**src/rtl/aluPkg.sv**
```systemverilog
// Shared ALU definitions: the operation encoding used by the alu datapath and
// by every requester that talks to it through alu_arbiter.
package aluPkg;

   typedef enum logic [3:0] {
      OpAdd  = 4'd0,
      OpSub  = 4'd1,
      OpAnd  = 4'd2,
      OpOr   = 4'd3,
      OpXor  = 4'd4,
      OpSll  = 4'd5,
      OpSrl  = 4'd6,
      OpSra  = 4'd7,
      OpSlt  = 4'd8,
      OpSltu = 4'd9
   } alu_op;

endpackage

```
**src/rtl/alu.sv**
```systemverilog
// Combinational integer ALU.
// Ports:
//   in1, in2 : operands (XLEN bits)
//   op       : operation select (aluPkg::alu_op)
//   out      : result (XLEN bits); shifts use the low log2(XLEN) bits of in2,
//              set-less-than ops return 0 or 1.
module alu #(
   parameter int unsigned XLEN = 32
) (
   input  logic [XLEN-1:0] in1,
   input  logic [XLEN-1:0] in2,
   input  aluPkg::alu_op   op,
   output logic [XLEN-1:0] out
);

   localparam int unsigned ShW = $clog2(XLEN);

   logic [ShW-1:0] shamt;
   logic           lt_signed;
   logic           lt_unsigned;

   always_comb begin
      shamt       = in2[ShW-1:0];
      lt_signed   = $signed(in1) < $signed(in2);
      lt_unsigned = in1 < in2;
      out         = '0;
      case (op)
         aluPkg::OpAdd:  out = in1 + in2;
         aluPkg::OpSub:  out = in1 - in2;
         aluPkg::OpAnd:  out = in1 & in2;
         aluPkg::OpOr:   out = in1 | in2;
         aluPkg::OpXor:  out = in1 ^ in2;
         aluPkg::OpSll:  out = in1 << shamt;
         aluPkg::OpSrl:  out = in1 >> shamt;
         aluPkg::OpSra:  out = $unsigned($signed(in1) >>> shamt);
         aluPkg::OpSlt:  out = {{(XLEN-1){1'b0}}, lt_signed};
         aluPkg::OpSltu: out = {{(XLEN-1){1'b0}}, lt_unsigned};
         default:        out = '0;
      endcase
   end

endmodule

```
**src/rtl/alu_arbiter.sv**
```systemverilog
// Round-robin sharing of one alu between two requesters. Each port has a
// valid/ready request channel and a one-entry response buffer, so a result
// appears one cycle after acceptance and is held until the requester takes it.
// Ports:
//   clk, rst             : clock, synchronous active-high reset
//   reqN_valid/ready     : request handshake for port N (0 or 1)
//   reqN_in1/in2/op      : request operands and operation
//   rspN_valid/ready     : response handshake for port N
//   rspN_data            : buffered result for port N
//   busy                 : either response buffer holds an unconsumed result
module alu_arbiter #(
   parameter int unsigned XLEN = 32
) (
   input  logic            clk,
   input  logic            rst,

   input  logic            req0_valid,
   output logic            req0_ready,
   input  logic [XLEN-1:0] req0_in1,
   input  logic [XLEN-1:0] req0_in2,
   input  aluPkg::alu_op   req0_op,
   output logic            rsp0_valid,
   input  logic            rsp0_ready,
   output logic [XLEN-1:0] rsp0_data,

   input  logic            req1_valid,
   output logic            req1_ready,
   input  logic [XLEN-1:0] req1_in1,
   input  logic [XLEN-1:0] req1_in2,
   input  aluPkg::alu_op   req1_op,
   output logic            rsp1_valid,
   input  logic            rsp1_ready,
   output logic [XLEN-1:0] rsp1_data,

   output logic            busy
);

   logic            elig0;
   logic            elig1;
   logic            grant0;
   logic            grant1;
   logic            ptr_q;  // 0: port 0 wins a tie, 1: port 1 wins a tie
   logic            rsp0_valid_q;
   logic            rsp1_valid_q;
   logic [XLEN-1:0] rsp0_data_q;
   logic [XLEN-1:0] rsp1_data_q;
   logic [XLEN-1:0] alu_in1;
   logic [XLEN-1:0] alu_in2;
   logic [XLEN-1:0] alu_out;
   aluPkg::alu_op   alu_op_sel;

   // A full buffer that is being drained this cycle counts as free.
   always_comb begin
      elig0  = ~rst & req0_valid & (~rsp0_valid_q | rsp0_ready);
      elig1  = ~rst & req1_valid & (~rsp1_valid_q | rsp1_ready);
      grant0 = elig0 & (~elig1 | ~ptr_q);
      grant1 = elig1 & (~elig0 | ptr_q);
   end

   // Idle ALU inputs are parked at a constant so the datapath stays quiet.
   always_comb begin
      alu_in1    = '0;
      alu_in2    = '0;
      alu_op_sel = aluPkg::OpAdd;
      if (grant0) begin
         alu_in1    = req0_in1;
         alu_in2    = req0_in2;
         alu_op_sel = req0_op;
      end else if (grant1) begin
         alu_in1    = req1_in1;
         alu_in2    = req1_in2;
         alu_op_sel = req1_op;
      end
   end

   alu #(
      .XLEN(XLEN)
   ) u_alu (
      .in1(alu_in1),
      .in2(alu_in2),
      .op (alu_op_sel),
      .out(alu_out)
   );

   // A new grant takes precedence over a drain so the buffer refills in place.
   always_ff @(posedge clk) begin
      if (rst) begin
         rsp0_valid_q <= 1'b0;
         rsp1_valid_q <= 1'b0;
         rsp0_data_q  <= '0;
         rsp1_data_q  <= '0;
         ptr_q        <= 1'b0;
      end else begin
         if (grant0) begin
            rsp0_valid_q <= 1'b1;
            rsp0_data_q  <= alu_out;
         end else if (rsp0_ready) begin
            rsp0_valid_q <= 1'b0;
         end

         if (grant1) begin
            rsp1_valid_q <= 1'b1;
            rsp1_data_q  <= alu_out;
         end else if (rsp1_ready) begin
            rsp1_valid_q <= 1'b0;
         end

         if (grant0) begin
            ptr_q <= 1'b1;
         end else if (grant1) begin
            ptr_q <= 1'b0;
         end
      end
   end

   always_comb begin
      req0_ready = grant0;
      req1_ready = grant1;
      rsp0_valid = rsp0_valid_q;
      rsp1_valid = rsp1_valid_q;
      rsp0_data  = rsp0_data_q;
      rsp1_data  = rsp1_data_q;
      busy       = rsp0_valid_q | rsp1_valid_q;
   end

endmodule

```
**config.mk**
```make
export PLATFORM = sky130hd
export DESIGN_NAME = alu_arbiter
export DESIGN_NICKNAME = d
export VERILOG_FILES = /design/src/rtl/aluPkg.sv /design/src/rtl/alu.sv /design/src/rtl/alu_arbiter.sv
export SDC_FILE = /design/constraint.sdc
export NUM_CORES = 1
export LEC_CHECK = 0
export CAP_MARGIN = 15
export CORE_UTILIZATION = 29
export CTS_BUF_LIST = sky130_fd_sc_hd__clkbuf_2 sky130_fd_sc_hd__clkbuf_4 sky130_fd_sc_hd__clkbuf_8
export CTS_CLUSTER_SIZE = 16
export DETAILED_ROUTE_END_ITERATION = 10
export HOLD_SLACK_MARGIN = 0.06
export SLEW_MARGIN = 20
export SYNTH_ARGS = -nofsm -noshare
export SYNTH_HDL_FRONTEND = slang
export SYNTH_SLANG_ARGS = --single-unit
```
**constraint.sdc**
```tcl
create_clock -name clk -period 15.7 [get_ports clk]
set_input_delay 3.14 -clock clk [delete_from_list [all_inputs] [get_ports clk]]
set_output_delay 3.14 -clock clk [all_outputs]
set_load 0.005 [all_outputs]
```
==> impl_metrics.csv, run 1 <==
group,metric,value,unit
power_and_ir_drop,combPwrFrac,66.6,%
clock_network,clk_latency,0.36,ns
timing,clock_skew,0.0167,ns
power_and_ir_drop,p_leak,5.60,nW
hold_path,min-delay-start,"rsp0_data[15]",
clock_network,cts-root-buf,"clkbuf_8",
logic_synthesis,synth.avg_cell_area,6.94,sq um
logic_synthesis,synth_seq_cells,67,
finish,drive_above_1_share,6.52,%
finish,fin_nets,2249,
finish,register_area,1340,sq um
finish,area_delta_synth_final,20.7,%
placed_design,hpwl,57500,microns
logic_synthesis,netlist_instances,1912,
timing,worst_slack,5.86,ns
timing,slew_headroom,16.8,%
routing,drt-pass1-iter-count,6,
clock_network,htree_levels,3,
worst_setup_path,crit_fanout,75,
routing,drt.antenna.violating_nets,0,
logic_synthesis,synth_top_area_share,10.1,%
hold_path,hold_class,"reg -> reg",
clock_network,cts_setup_buffers,0,
timing,drv_slew,0,
worst_setup_path,cp_top_family,"compound AO/OA/AOI/OAI gates",
placed_design,placed_cell_area,15800,sq um
logic_synthesis,yosysWarnings,0,
logic_synthesis,netlist_area,13300,sq um
power_and_ir_drop,powerDensity,64.5,nW/um^2
hold_path,hold_end,"rsp0_data[15]",
die,core,45300,sq um
worst_setup_path,crit_buf_inv,4,
finish,final_util,35.4,%
worst_setup_path,crit_type,"in -> reg",
clock_network,cts_resized,0,
logic_synthesis,synth_edf_count,0,
logic_synthesis,async_flop_share,0,%
routing,post-route-drc-count,0,
worst_setup_path,timing.rr.end,"rsp0_data[31]",
finish,final_cell_mix,"209 x clkdlybuf4s50_1, 160 x nand2_1, 159 x nor2_1, 154 x a21oi_1, 132 x a211oi_1",
timing,max_freq,0.102,GHz
routing,vias,17090,
power_and_ir_drop,total_power,0.00103,W
clock_network,cts_buffers,9,
die,initial_utilization,29.3,%
routing,viasPerCell,6.55,
worst_setup_path,arrival,10.04,ns
global_route,grt_pass1_wl,108000,microns
finish,diodes,0,
die,die_h,216,microns
clock_network,cts.clk_slew.worst_paths,0.07,ns
worst_setup_path,worst-path-stages,17,
power_and_ir_drop,seqPwrFrac,19.3,%
clock_network,cts_tree,"done",
timing,worstMarginPinSlew,1.21,ns
power_and_ir_drop,internal_power,0.000502,W
worst_setup_path,reg2reg_from,"rsp0_valid",
die,die_x,216,microns
worst_setup_path,path_cells,"clkdlybuf4s50_1 -> nand2_2 -> o211a_2 -> buf_4 -> a32o_2 -> inv_2 -> buf_4 -> fa_1 -> nor2b_1 -> o21ai_0 -> a21oi_1 -> nor4_1 -> o31a_1 -> o21bai_1 -> a221o_1 -> a211oi_1 -> a211oi_1",
die,rows,78,
clock_network,cts-hold-fix-buffers,0,
global_route,grt.overflow.total,0,
worst_setup_path,reg2reg_depth,14,
job,maxCapViolCount,0,
die,ios,211,
clock_network,clockBufferDepth,2,
placed_design,io_buffers,210,
finish,multi_input_area,10800,sq um
timing,setup_viol,0,
placed_design,post-place-ws,5.73,ns
worst_setup_path,worstSetupEndpointType,"flip-flop",
global_route,grt_pass1_vias,15877,
timing,fin_crit_sh,62.7,%
clock_network,clock-sinks,67,
power_and_ir_drop,ir_worst_vdd,0.0000577,V
global_route,grt_usage,30.7,%
global_route,antenna_found_initial,0,
timing,finalSetupTns,0,ns
timing,period_needed,9.84,ns
routing,wirelength,74300,microns
worst_setup_path,slowest_stage,"clkdlybuf4s50_1",
power_and_ir_drop,power_switching,0.000531,W
finish,final_cell_area,16000,sq um
hold_path,min_path_cells,2,
timing,hold_viol_final,0,
timing,rsz0062_at_grt,"false",
routing,avgRoutedWirePerCell,28.5,microns
die,die_area,46600,sq um
placed_design,gp_congestion,1.11,
worst_setup_path,cp.required,15.90,ns
worst_setup_path,cp_slowest_stage_delay,1.10,ns
logic_synthesis,synth_cell_type_count,89,
routing,drt-initial-drc-count,2520,
worst_setup_path,start_kind,"input pin",
finish,n_fill_cell,4897,
finish,final_common_cell,"clkdlybuf4s50_1",
power_and_ir_drop,sw_frac_of_total,51.4,%
global_route,grt_max_degree,76,
logic_synthesis,synth_ff_type,"dfxtp_1",
logic_synthesis,synth_nets,2155,
power_and_ir_drop,p_clk_share,14.1,%
outcome,status,"complete, no violations",
worst_setup_path,rrSetupSlack,9.36,ns
logic_synthesis,synth_area_leaders,"dfxtp_1 10%, ha_1 9.3%, a211oi_1 7.5%",
logic_synthesis,yosysTopAreaCell,"dfxtp_1",
logic_synthesis,yosysSeqAreaShare,10.1,%
[tightest hold or removal path, cell delays in order, from the launching register on]
cell and delay [ns]:
dfxtp_1 0.31, nor2_1 0.10, nor3_1 0.05
[cell usage after synthesis, types with 10 or more instances]
cell type  number
o31ai_1        19
a311oi_1       35
o32ai_1        12
a221oi_1       32
o221ai_1       16
buf_4          12
o2111ai_1      55
buf_1          14
dfxtp_1        67
o21ai_0        95
a22o_1         27
nor3_1         56
clkbuf_1      103
a211oi_1      132
buf_2          62
mux2i_1        99
o22ai_1        10
o211ai_1       29
nor2b_1        28
a21oi_1       156
a2111oi_0      10
nand2_1       161
xnor2_1        14
a31oi_1        38
inv_1          93
nor4_1         20
ha_1           99
a22oi_1        16
nand3_1        43
a32o_1         15
a21o_1         15
nand4_1        20
nor2_1        161
[registers in the layout, indices dropped and copies added, names as in the netlist]
name	cells
rsp1_valid	1
ptr_q	1
rsp0_data	32
rsp1_data	32
rsp0_valid	1
[how the worst max path moves through the flow]
stage	from	end	slack, ns
floorplan	rst	req0_ready	7.98
global placement	req1_valid	rsp1_data[24]	5.94
detailed placement	req1_valid	rsp0_data[24]	5.73
CTS	req1_valid	rsp0_data[24]	6.12
global route	req1_valid	rsp0_data[24]	5.50
finish	req1_valid	rsp1_data[24]	5.86
[power groups by stage]
stage	Clock, W	Combinational [W]	Sequential [W]
floorplan	0	0.000386	0.000202
global placement	0	0.000657	0.000203
detailed placement	0	0.000658	0.000203
CTS	0.000149	0.000661	0.000199
global route	0.000158	0.000721	0.000201
finish	0.000145	0.000688	0.000199
[routing by layer]
metal	routed length (microns)	GRT usage, %	up-vias
met5	0	0	-
met4	4480	16.7	0
met3	7660	6.61	235
met2	31600	46.3	1096
met1	30600	40.4	8173
li1	-	-	7586
[final cells by class]
| class | instances | share of cell area, % |
|---|---|---|
| clock buffers | 11 | 0.906 |
| clock inverters | 4 | 0.320 |
| inverters | 100 | 2.34 |
| multi-input cells | 1552 | 67.2 |
| flip-flops and latches | 67 | 8.38 |
| well taps | 600 | 4.69 |
| repair buffers | 276 | 16.2 |
[cells by family after synthesis]
group / synth area share [%]
AOI/OAI and AO/OA: 43.3
and+or+nand+nor: 19.1
buffers and inverters: 9.33
adders and majority gates: 9.64
muxes: 7.47
DFF: 10.1
xor gates and xnor gates: 1.06
[stage by stage]
step / hold slack (ns) / instances
CTS: 0.503 / 2610
global route: 0.528 / 2610
finish: 0.498 / 2610
global placement: 0.489 / 2595
floorplan: 0.484 / 1912
detailed placement: 0.489 / 2595
Note: power is estimated with default switching activity, not from simulation.
==> run 2: changes to the inputs <==
==> constraint.sdc (replaced) <==
create_clock -name clk -period 9.29 [get_ports clk]
set_input_delay 1.858 -clock clk [delete_from_list [all_inputs] [get_ports clk]]
set_output_delay 1.858 -clock clk [all_outputs]
set_load 0.005 [all_outputs]
==> impl_metrics.csv, run 2 (synthesis results as in run 1) <==
group,metric,value,unit
die,die_area,46600,sq um
worst_setup_path,start_kind,"input pin",
power_and_ir_drop,power_switching,0.000936,W
routing,post-route-drc-count,0,
timing,finalSetupTns,0,ns
power_and_ir_drop,sw_frac_of_total,51.5,%
finish,diodes,0,
die,ios,211,
die,die_h,216,microns
timing,hold_viol_final,0,
clock_network,cts_setup_buffers,0,
clock_network,cts_buffers,9,
routing,drt-initial-drc-count,2609,
global_route,grt_pass1_vias,15912,
worst_setup_path,crit_fanout,26,
timing,fin_crit_sh,81.9,%
timing,drv_slew,0,
timing,slew_headroom,20.8,%
finish,area_delta_synth_final,22.4,%
routing,vias,17510,
timing,setup_viol,0,
placed_design,io_buffers,210,
timing,period_needed,7.61,ns
finish,final_cell_mix,"209 x clkdlybuf4s50_1, 160 x nand2_1, 159 x nor2_1, 154 x a21oi_1, 132 x a211oi_1",
outcome,status,"complete, no violations",
worst_setup_path,reg2reg_depth,14,
timing,clock_skew,0.0157,ns
power_and_ir_drop,p_leak,5.73,nW
clock_network,cts_resized,0,
hold_path,min_path_cells,2,
clock_network,cts-hold-fix-buffers,0,
clock_network,cts-root-buf,"clkbuf_8",
die,core,45300,sq um
routing,avgRoutedWirePerCell,30.1,microns
die,die_x,216,microns
clock_network,cts_tree,"done",
die,rows,78,
power_and_ir_drop,combPwrFrac,66.1,%
timing,worstMarginPinSlew,1.19,ns
worst_setup_path,worstSetupEndpointType,"flip-flop",
finish,register_area,1340,sq um
clock_network,clock-sinks,67,
power_and_ir_drop,seqPwrFrac,18.6,%
job,maxCapViolCount,0,
power_and_ir_drop,powerDensity,112,nW/um^2
worst_setup_path,arrival,7.83,ns
routing,drt.antenna.violating_nets,0,
clock_network,clk_latency,0.36,ns
routing,viasPerCell,6.65,
clock_network,cts.clk_slew.worst_paths,0.08,ns
worst_setup_path,crit_type,"in -> reg",
power_and_ir_drop,internal_power,0.000882,W
placed_design,gp_congestion,1.05,
global_route,grt_pass1_wl,113000,microns
finish,drive_above_1_share,7.62,%
power_and_ir_drop,ir_worst_vdd,0.000170,V
finish,multi_input_area,10800,sq um
global_route,grt.overflow.total,0,
finish,fin_nets,2273,
global_route,antenna_found_initial,1,
finish,final_common_cell,"clkdlybuf4s50_1",
clock_network,htree_levels,3,
global_route,grt_max_degree,72,
power_and_ir_drop,p_clk_share,15.3,%
finish,n_fill_cell,4827,
global_route,grt_usage,32.6,%
placed_design,hpwl,63200,microns
die,initial_utilization,29.3,%
routing,wirelength,79400,microns
timing,hold_ws,0.499,ns
routing,drt-pass1-iter-count,8,
hold_path,hold_class,"reg -> reg",
timing,rsz0062_at_grt,"false",
timing,max_freq,0.131,GHz
clock_network,clockBufferDepth,2,
worst_setup_path,cp.required,9.51,ns
[run 2: changes by cell type in the layout (fill, tap and decap cells not counted), sizes merged]
cell	delta
bufinv	+1
inv	+1
clkbuf	-2
clkinv	+1
buf	+24
[run 2: final timing paths]
kind | from | to | slack (ns)
max | rsp1_ready | rsp1_data[31] | 1.68
min | rsp1_data[13] | rsp1_data[13] | 0.50
max reg2reg | rsp0_valid | rsp1_data[31] | 3.29
min reg2reg | rsp1_data[13] | rsp1_data[13] | 0.50
[run 2: layer usage]
metal | global-route usage, % | share of wire, %
met2 | 49.7 | 43
met3 | 5.40 | 10
met4 | 16.1 | 5.5
met1 | 44.0 | 42
met5 | 0 | 0.015
[run 2: final cells by class]
class / instances / share of cell area, %
Sequential cell: 67 / 8.26
Inverter: 100 / 2.31
Clock inverter: 7 / 0.624
Multi-Input combinational cell: 1552 / 66.3
Tap cell: 600 / 4.62
Clock buffer: 9 / 0.763
Timing Repair Buffer: 300 / 17.1
[run 2: power groups by stage]
stage	registers, W	clock network, W	logic [W]
floorplan	0.000341	0	0.000652
global placement	0.000343	0	0.00115
detailed placement	0.000344	0	0.00115
CTS	0.000338	0.000283	0.00115
global route	0.000341	0.000295	0.00125
finish	0.000338	0.000278	0.00120
[run 2: stage by stage]
step	instances	utilization, %	setup WS [ns]	total power [W]	instance area [sq um]
after floorplan	1912	-	2.91	0.000993	13300
after global placement	2618	35.3	1.57	0.00150	16000
after detailed placement	2618	35.3	1.44	0.00149	16000
after CTS	2634	35.8	1.82	0.00177	16200
after global routing	2635	35.8	1.49	0.00189	16200
final	2635	35.8	1.68	0.00182	16200
[run 2: critical path, cell delays in order]
cell and delay, ns:
clkdlybuf4s50_1 0.52, nand2b_1 0.12, buf_4 0.26, o211ai_2 0.19
nor2_2 0.84, buf_4 0.37, a22o_1 0.18, ha_1 0.36
or4_1 0.58, or3_1 0.42, o31ai_1 0.61, a21boi_0 0.32
mux2i_1 0.21, a2111oi_1 0.77, a211oi_1 0.17
